### src/rtl/gpio_seq_pkg.sv
// gpio_seq_pkg
// Shared types and constants for the AHB GPIO sequencer:
//   op_e      - requester operation codes
//   state_e   - sequencer FSM states
//   HTRANS_*  - the two AHB transfer types the sequencer emits
//   *_OFS     - GPIO register offsets from the block base address
package gpio_seq_pkg;

    typedef enum logic [1:0] {
        OP_WR_DATA = 2'b00,
        OP_WR_DIR  = 2'b01,
        OP_RD_DATA = 2'b10,
        OP_RSVD    = 2'b11
    } op_e;

    typedef enum logic [1:0] {
        ST_IDLE,
        ST_ADDR,
        ST_DATA,
        ST_RESP
    } state_e;

    localparam logic [1:0]  HTRANS_IDLE   = 2'b00;
    localparam logic [1:0]  HTRANS_NONSEQ = 2'b10;

    localparam logic [31:0] DATA_OFS = 32'd0;
    localparam logic [31:0] DIR_OFS  = 32'd4;

    // Only the direction write targets the second register.
    function automatic logic [31:0] reg_offset(input op_e op);
        return (op == OP_WR_DIR) ? DIR_OFS : DATA_OFS;
    endfunction

endpackage

### src/rtl/rr_arbiter.sv
// rr_arbiter
// Round-robin arbiter. The pointer holds the index with the highest
// priority; after a grant it moves to the index following the winner.
// Ports:
//   HCLK, HRESETn  - clock, asynchronous active-low reset
//   req            - request vector
//   advance        - strobe: the current grant has been taken
//   grant          - one-hot grant (combinational from req and pointer)
//   grant_idx      - index of the granted requester
module rr_arbiter #(
    parameter  int NREQ = 2,
    localparam int IDXW = (NREQ > 1) ? $clog2(NREQ) : 1
) (
    input  logic            HCLK,
    input  logic            HRESETn,
    input  logic [NREQ-1:0] req,
    input  logic            advance,
    output logic [NREQ-1:0] grant,
    output logic [IDXW-1:0] grant_idx
);

    logic [IDXW-1:0] ptr;
    logic [IDXW-1:0] cand;
    logic            found;

    // Scan from the pointer upward with wrap; first requester found wins.
    always_comb begin
        grant     = '0;
        grant_idx = ptr;
        cand      = ptr;
        found     = 1'b0;
        for (int i = 0; i < NREQ; i++) begin
            cand = IDXW'((int'(ptr) + i) % NREQ);
            if (!found && req[cand]) begin
                found       = 1'b1;
                grant[cand] = 1'b1;
                grant_idx   = cand;
            end
        end
    end

    always_ff @(posedge HCLK or negedge HRESETn) begin
        if (!HRESETn) begin
            ptr <= '0;
        end else if (advance) begin
            ptr <= (int'(grant_idx) == NREQ - 1) ? '0 : grant_idx + IDXW'(1);
        end
    end

endmodule

### src/rtl/ahb_gpio_sequencer.sv
// ahb_gpio_sequencer
// AHB-Lite master sharing the GPIO register block between NREQ requesters.
// One request is granted at a time (round-robin) and executed as a
// single-beat AHB transfer; a sticky flag records GPIO parity errors.
// Ports:
//   HCLK, HRESETn                    - clock, asynchronous active-low reset
//   HADDR/HTRANS/HWRITE/HSIZE/HWDATA - AHB master outputs (registered)
//   HREADY, HRDATA                   - AHB slave response
//   req_valid/req_op/req_wdata       - per-requester request, flattened
//   req_ack                          - one-hot completion pulse
//   rsp_rdata, rsp_err               - result, valid with req_ack
//   parity_err_in/_clr, parity_err   - sticky GPIO parity error flag
module ahb_gpio_sequencer #(
    parameter int          NREQ      = 2,
    parameter logic [31:0] BASE_ADDR = 32'h5300_0000
) (
    input  logic              HCLK,
    input  logic              HRESETn,
    output logic [31:0]       HADDR,
    output logic [1:0]        HTRANS,
    output logic              HWRITE,
    output logic [2:0]        HSIZE,
    output logic [31:0]       HWDATA,
    input  logic              HREADY,
    input  logic [31:0]       HRDATA,
    input  logic [NREQ-1:0]   req_valid,
    input  logic [NREQ*2-1:0] req_op,
    input  logic [NREQ*16-1:0] req_wdata,
    output logic [NREQ-1:0]   req_ack,
    output logic [15:0]       rsp_rdata,
    output logic              rsp_err,
    input  logic              parity_err_in,
    input  logic              parity_err_clr,
    output logic              parity_err
);

    import gpio_seq_pkg::*;

    localparam int IDXW = (NREQ > 1) ? $clog2(NREQ) : 1;

    state_e          state, state_n;
    op_e             op_q, op_n;
    logic [15:0]     wdata_q, wdata_n;
    logic [IDXW-1:0] idx_q, idx_n;

    logic [31:0]     haddr_n;
    logic [1:0]      htrans_n;
    logic            hwrite_n;
    logic [31:0]     hwdata_n;
    logic [NREQ-1:0] ack_n;
    logic [15:0]     rdata_n;
    logic            err_n;

    logic            advance;
    logic [NREQ-1:0] grant;
    logic [IDXW-1:0] grant_idx;

    logic [1:0]      op_arr [NREQ];
    logic [15:0]     wd_arr [NREQ];

    logic            unused_hrdata;
    assign unused_hrdata = ^HRDATA[31:16];

    for (genvar g = 0; g < NREQ; g++) begin : g_unpack
        assign op_arr[g] = req_op[g*2 +: 2];
        assign wd_arr[g] = req_wdata[g*16 +: 16];
    end

    assign HSIZE = 3'b010;

    rr_arbiter #(.NREQ(NREQ)) u_arb (
        .HCLK      (HCLK),
        .HRESETn   (HRESETn),
        .req       (req_valid),
        .advance   (advance),
        .grant     (grant),
        .grant_idx (grant_idx)
    );

    // Next-state logic also computes the next value of every bus/response
    // output so that all outputs leave this module straight from flops.
    always_comb begin
        state_n  = state;
        op_n     = op_q;
        wdata_n  = wdata_q;
        idx_n    = idx_q;
        haddr_n  = HADDR;
        htrans_n = HTRANS_IDLE;
        hwrite_n = HWRITE;
        hwdata_n = HWDATA;
        ack_n    = '0;
        rdata_n  = rsp_rdata;
        err_n    = 1'b0;
        advance  = 1'b0;
        case (state)
            ST_IDLE: begin
                if (|req_valid) begin
                    advance = 1'b1;
                    op_n    = op_e'(op_arr[grant_idx]);
                    wdata_n = wd_arr[grant_idx];
                    idx_n   = grant_idx;
                    if (op_n == OP_RSVD) begin
                        // Reserved op completes at once, without a bus transfer.
                        state_n = ST_RESP;
                        ack_n   = grant;
                        err_n   = 1'b1;
                    end else begin
                        state_n  = ST_ADDR;
                        htrans_n = HTRANS_NONSEQ;
                        haddr_n  = BASE_ADDR + reg_offset(op_n);
                        hwrite_n = (op_n != OP_RD_DATA);
                    end
                end
            end
            ST_ADDR: begin
                if (HREADY) begin
                    state_n  = ST_DATA;
                    hwdata_n = {16'h0, wdata_q};
                end else begin
                    htrans_n = HTRANS_NONSEQ;
                end
            end
            ST_DATA: begin
                if (HREADY) begin
                    state_n      = ST_RESP;
                    ack_n[idx_q] = 1'b1;
                    if (op_q == OP_RD_DATA) begin
                        rdata_n = HRDATA[15:0];
                    end
                end
            end
            ST_RESP: begin
                state_n = ST_IDLE;
            end
            default: begin
                state_n = ST_IDLE;
            end
        endcase
    end

    always_ff @(posedge HCLK or negedge HRESETn) begin
        if (!HRESETn) begin
            state     <= ST_IDLE;
            op_q      <= OP_WR_DATA;
            wdata_q   <= '0;
            idx_q     <= '0;
            HADDR     <= '0;
            HTRANS    <= HTRANS_IDLE;
            HWRITE    <= 1'b0;
            HWDATA    <= '0;
            req_ack   <= '0;
            rsp_rdata <= '0;
            rsp_err   <= 1'b0;
        end else begin
            state     <= state_n;
            op_q      <= op_n;
            wdata_q   <= wdata_n;
            idx_q     <= idx_n;
            HADDR     <= haddr_n;
            HTRANS    <= htrans_n;
            HWRITE    <= hwrite_n;
            HWDATA    <= hwdata_n;
            req_ack   <= ack_n;
            rsp_rdata <= rdata_n;
            rsp_err   <= err_n;
        end
    end

    // Sticky parity flag; a new error in the clearing cycle keeps it set.
    always_ff @(posedge HCLK or negedge HRESETn) begin
        if (!HRESETn) begin
            parity_err <= 1'b0;
        end else if (parity_err_in) begin
            parity_err <= 1'b1;
        end else if (parity_err_clr) begin
            parity_err <= 1'b0;
        end
    end

endmodule

### config.mk
export PLATFORM = sky130hd
export DESIGN_NAME = ahb_gpio_sequencer
export DESIGN_NICKNAME = d
export VERILOG_FILES = /design/src/rtl/gpio_seq_pkg.sv /design/src/rtl/rr_arbiter.sv /design/src/rtl/ahb_gpio_sequencer.sv
export SDC_FILE = /design/constraint.sdc
export NUM_CORES = 1
export LEC_CHECK = 0
export BUFFER_PORTS_ARGS = -buffer_cell sky130_fd_sc_hd__buf_4
export CORE_AREA = 2 2 102 104
export CTS_CLUSTER_DIAMETER = 30
export CTS_CLUSTER_SIZE = 30
export DETAILED_ROUTE_END_ITERATION = 16
export DIE_AREA = 0 0 104 106
export PLACE_DENSITY_LB_ADDON = 0.08
export SLEW_MARGIN = 15
export SYNTH_ARGS = -nofsm -noshare
export SYNTH_HDL_FRONTEND = slang
export SYNTH_SLANG_ARGS = --single-unit
### constraint.sdc
create_clock -name HCLK -period 1.7 [get_ports HCLK]
set_input_delay 0.17 -clock HCLK [delete_from_list [all_inputs] [get_ports HCLK]]
set_output_delay 0.17 -clock HCLK [all_outputs]
set_load 0.03 [all_outputs]
==> out/results.ini, run 1 <==
[floorplanning]
dieWidth_um = 104
die_y_um = 106
fp-row-count = 37
start_util = 0.292
core_um2 = 10000
pin_count = 165
dieArea_um2 = 11000

[grt]
grt-ovfl-total = 0
busiest_layer = met2
grt_pass1_vias = 2015
grt_usage = 0.117
use_met1 = 0.149
grt_max_degree = 30
grt_pass1_wl_um = 10000
use_met2 = 0.178
antenna_found_initial = 0
grt_use_met3 = 0.0454

[logic_synthesis]
synth_area_leaders = dfrtp_1, buf_4, mux2_2
synth_top_family_by_area = buffers and inverters
synthAdderAreaFrac = 0.0129
yosysSeqAreaShare = 0.532
synth_top_area_share = 0.532
synth_compound_area_frac = 0.108
synth_area_leader_cell = dfrtp_1
yosys.area_share.simple = 0.0334
yosysUniqueCellTypes = 34
syn_inst = 236
syn_area_um2 = 2920
synth_xor_area_frac = 0
ys_seq_elements = 62
synthMuxAreaShare = 0.141
syn_area_per_cell_um2 = 12.4
ys_warn_count = 0

[drt]
wl_per_cell_um = 12.8
avgViaCountPerCell = 4.15
wirelength_um = 6280
postRouteAntennaNets = 0
route.detailed.drc = 0
drtIter0Drc = 84
first_pass_iters = 5
via_count = 2036

[sta]
fin_hold_ws_ns = 0.0590
rsz0062_at_grt = no
hold_violations = 0
setup_tns_ns = 0
max_freq_ghz = 0.606
skew_ns = 0.00975
post-route-period-util = 0.970
slew_violations = 0
fin_crit_ns = 1.65
setup_viol = 0

[worst_setup_path]
reg2reg_depth = 6
path_cells = inv_2 -> ha_2 -> nand2_1 -> or3_4 -> buf_12 -> mux2_4
worstPathArrival_ns = 1.86
crit_path_start_kind = flop
max_stage_delay_ns = 0.39
cp.required_ns = 1.92
r2r_start = state[0]
slowest_stage = dfrtp_1
r2r_end = rsp_rdata[15]
crit_path_end_kind = flop
worstSetupPathType = flop to flop
rrSetupSlack_ns = 0.05
cp_max_fo = 16

[run]
drv_cap = 0

[min_path]
hp-class = primary input to flop
hold_end = wdata_q[11]
hold_start = req_wdata[11]
hold_depth = 3

[clock_network]
clockBufferDepth = 2
clkLatencyLatePin_ns = 0.33
clock-sinks = 62
root_buffer = clkbuf_8
cts.clk_slew.worst_paths_ns = 0.07
cts_tree = yes
cts_buffers = 9
htree_levels = 3

[layout]
nNetsFinal = 428
seqCellArea_um2 = 1550
multiInputGateArea_um2 = 1050
drive_gt1_frac = 0.479
antennaDiodeCount = 0
areaGrowthSynthToFinish_pct = 36.9
instances_no_fill = 491
final_common_cell = buf_4
final_cell_mix = buf_4, dfrtp_1, conb_1
n_fill_cell = 1014

[placement]
place_inst = 472
gp_congestion = 0.740
post-dp-hpwl_um = 4600
io_buffer_count = 101

[power_and_ir_drop]
p_leak_nw = 2.13
power.density_nw_per_um2 = 1820
peakVddDrop_mv = 0.619
p_total_mw = 7.27

[outcome]
status = finished clean

## per-layer routing
layer / vias up / routed length (um) / share of wire
met5: - / 0 / 0
met4: 0 / 57 / 0.0091
met3: 8 / 568 / 0.091
met2: 96 / 2860 / 0.46
met1: 983 / 2790 / 0.44
li1: 949 / - / -
## state kept, by name (all words and copies together) (netlist names), 2 cells and up
name       flops
HWDATA        16
rsp_rdata     16
wdata_q       16
HADDR          2
op_q           2
req_ack        2
state          2
## repair_timing
action                                  in CTS  in global routing
endpoints found under the setup margin       0                 16
gates resized for setup                      0                  1
hold endpoints to repair                    18                  0
buffers inserted                             0                  1
hold buffers                                 2                  0
## cells in the mapped netlist
library cell and number:
dfrtp_1 62, buf_4 50, mux2_2 22, inv_1 21
a222oi_1 16, mux2_4 10, nand2_1 6, nor2_1 6
a21o_1 5, buf_2 4, clkbuf_1 3, ha_1 3
o21ai_0 3, a21oi_1 2, conb_1 2, nor2b_1 2
nor3b_1 2, a211oi_1 1, a21boi_2 1, a21oi_2 1
a221o_1 1, a22oi_1 1, a32o_1 1, and2_1 1
buf_6 1, mux2i_2 1, nand2b_1 1, o21a_1 1
o21ai_1 1, o21ba_2 1, o21bai_1 1, o2bb2ai_1 1
or2_1 1, or3_1 1
## power by group
part	leakage, nW	internal [mW]	switching, mW
combinational	1.25	1.52	1.86
clock	0.115	0.833	0.559
sequential	0.765	2.14	0.353
## worst max path at each step
stage / to / cells past startpoint / start / slack (ns)
detailed placement: rsp_rdata[6] / 6 / state[0] / 0.03
floorplan: rsp_rdata[0] / 7 / state[0] / 0.004
finish: rsp_rdata[15] / 6 / state[0] / 0.05
global route: rsp_rdata[15] / 6 / state[0] / 0.001
CTS: rsp_rdata[6] / 6 / state[0] / 0.03
global placement: rsp_rdata[4] / 6 / state[0] / 0.03
## worst max-delay path, delay by kind of cell, from the launching register on
kind / cells / cell delay (ns)
flops: 1 / 0.39
buf+inv: 2 / 0.25
mux: 1 / 0.30
simple gates: 2 / 0.42
fa+ha+maj: 1 / 0.17
## metrics by stage
step	util	area, um2	setup slack, ns
2_1_floorplan	-	3090	0.00401
3_3_place_gp	0.374	3740	0.0344
3_5_place_dp	0.374	3740	0.0310
4_1_cts	0.398	3980	0.0253
5_1_grt	0.400	4000	0.00102
6_report	0.400	4000	0.0506
## logic make-up (layout without fill, tap and decap cells)
| kind of cell | count (synthesis) | count (layout) |
|---|---|---|
| AOI/OAI and AO/OA | 37 | 37 |
| adders and majority gates | 3 | 3 |
| buffers and inverters | 79 | 153 |
| DFF | 62 | 62 |
| muxes | 33 | 33 |
| other | 2 | 47 |
| and+or+nand+nor | 20 | 20 |
## area by class of cell
class                           instances  share of cell area
Clock buffer                           13              0.0448
Clock inverter                          3              0.0100
Inverter                               21              0.0197
Multi-Input combinational cell        140               0.263
Sequential cell                        62               0.388
Tap cell                              136              0.0426
Timing Repair Buffer                  116               0.232
Note: power is estimated with default switching activity, not from simulation.
==> inputs of run 2 (changes only) <==
--- a/config.mk
+++ b/config.mk
@@ -6,11 +6,13 @@
 export NUM_CORES = 1
 export LEC_CHECK = 0
 export BUFFER_PORTS_ARGS = -buffer_cell sky130_fd_sc_hd__buf_4
-export CORE_AREA = 2 2 102 104
+export CELL_PAD_IN_SITES_DETAIL_PLACEMENT = 1
+export CELL_PAD_IN_SITES_GLOBAL_PLACEMENT = 2
+export CORE_AREA = 2 2 116 118
 export CTS_CLUSTER_DIAMETER = 30
 export CTS_CLUSTER_SIZE = 30
 export DETAILED_ROUTE_END_ITERATION = 16
-export DIE_AREA = 0 0 104 106
+export DIE_AREA = 0 0 118 120
 export PLACE_DENSITY_LB_ADDON = 0.08
 export SLEW_MARGIN = 15
 export SYNTH_ARGS = -nofsm -noshare
==> run 2 against run 1 <==
Compared with the run above:
- sequential cell count unchanged
- total power up 8.3%
- wire length up 22%
- cell area up 4.7%
- clock skew down 0.0049 ns
- first-iteration DRC count up 23%
- clock-buffer cell count unchanged
- die area up 28%
- maximum frequency down 0.44%
- largest cell class unchanged
- critical path depth unchanged
- worst hold slack worse by 0.037 ns
==> out/results.ini, run 2 (synthesis gave the netlist of run 1 again) <==
[layout]
areaGrowthSynthToFinish_pct = 43.3
final_common_cell = buf_4
final_cell_area_um2 = 4180
nNetsFinal = 429
reg_top3 = HWDATA: 16 flops, rsp_rdata: 16 flops, wdata_q: 16 flops
fin_util = 0.322
n_fill_cell = 1457
final_cell_mix = buf_4, dfrtp_1, conb_1
antennaDiodeCount = 0
drive_gt1_frac = 0.480

[worst_setup_path]
cp_max_fo = 8
worstSetupPathType = flop to flop
cp.required_ns = 1.91
crit_path_start_kind = flop
worstPathArrival_ns = 1.87
crit_path_end_kind = flop

[grt]
antenna_found_initial = 0
grt_pass1_vias = 2176
grt_pass1_wl_um = 11900
grt_max_degree = 41
grt_usage = 0.110
grt-ovfl-total = 0

[placement]
post-dp-hpwl_um = 5300
post-place-ws_ns = 0.0257
gp_congestion = 0.674
place_area_um2 = 3810
io_buffer_count = 101

[drt]
wirelength_um = 7640
first_pass_iters = 5
avgViaCountPerCell = 3.92
drtIter0Drc = 103
wl_per_cell_um = 14.4
postRouteAntennaNets = 0
route.detailed.drc = 0
via_count = 2083

[floorplanning]
dieWidth_um = 118
pin_count = 165
core_um2 = 13000
fp-row-count = 42
dieArea_um2 = 14200
start_util = 0.225
die_y_um = 120

[clock_network]
root_buffer = clkbuf_16
cts_buffers = 9
htree_levels = 3
cts_tree = yes
clockBufferDepth = 2
cts.clk_slew.worst_paths_ns = 0.05
clock-sinks = 62
clkLatencyLatePin_ns = 0.33

[power_and_ir_drop]
p_total_mw = 7.88
peakVddDrop_mv = 0.462
p_leak_nw = 2.19
power.density_nw_per_um2 = 1880

[sta]
setup_tns_ns = 0
max_freq_ghz = 0.604
post-route-period-util = 0.975
hold_violations = 0
slew_violations = 0
skew_ns = 0.00482
setup_viol = 0
rsz0062_at_grt = yes
fin_crit_ns = 1.66
setup_ws_ns = 0.0432

[run]
drv_cap = 0

[outcome]
status = finished clean

[min_path]
hp-class = primary input to flop

==> run 2: cell count changes in the layout (fill, tap and decap cells not counted), sizes merged <==
cell / delta
clkinv: -1
clkinvlp: +1
dlygate4sd3: -1
clkbuf: +1
buf: +1
==> run 2: what timing repair did <==
item | 4_1_cts | 5_1_grt
hold endpoints to repair | 22 | 0
gates resized for setup | 0 | 4
endpoints found under the setup margin | 0 | 16
hold buffers | 1 | 0
buffers inserted | 0 | 1
==> run 2: through the flow <==
step / hold slack (ns) / instances
floorplan: -0.126 / 281
global placement: 0.0958 / 513
detailed placement: 0.104 / 513
CTS: 0.00553 / 530
global route: 0.00992 / 532
finish: 0.0216 / 532
==> run 2: layout make-up <==
cell class,instances,area (um2),area share
flip-flops and latches,62,1550,0.371
multi-input cells,140,1070,0.255
repair buffers,117,961,0.230
clock buffers,13,260,0.0622
well taps,176,220,0.0526
inverters,21,78.8,0.0188
clock inverters,3,42.5,0.0102
==> run 2: critical path, stage by stage (launching register included) <==
cell and delay, ns:
dfrtp_1 0.39, inv_2 0.09, ha_4 0.14, nand2_4 0.04, or3_4 0.40, clkbuf_16 0.18, mux2_4 0.29
==> run 2: final timing paths <==
check                              start  slack [ns]            end  cells past startpoint
min in group asynchronous        HRESETn        0.29     parity_err                      2
hold reg to reg               parity_err        0.48     parity_err                      1
hold / removal             parity_err_in        0.02     parity_err                      2
setup reg to reg                state[0]        0.04  rsp_rdata[14]                      6
max in group asynchronous        HRESETn        0.87   rsp_rdata[9]                      3
setup / recovery                state[0]        0.04  rsp_rdata[14]                      6
==> run 2: per-layer routing <==
metal / GRT usage / vias to the layer above / routed length [um]
li1: - / 952 / -
met1: 0.141 / 1026 / 3460
met2: 0.163 / 95 / 3440
met3: 0.0418 / 10 / 592
met4: 0.0542 / 0 / 146
met5: 0 / - / 0
==> run 2: power breakdown <==
group | switching, mW | internal (mW) | total [mW]
combinational | 1.92 | 1.57 | 3.49
clock | 0.662 | 1.21 | 1.88
sequential | 0.368 | 2.14 | 2.51
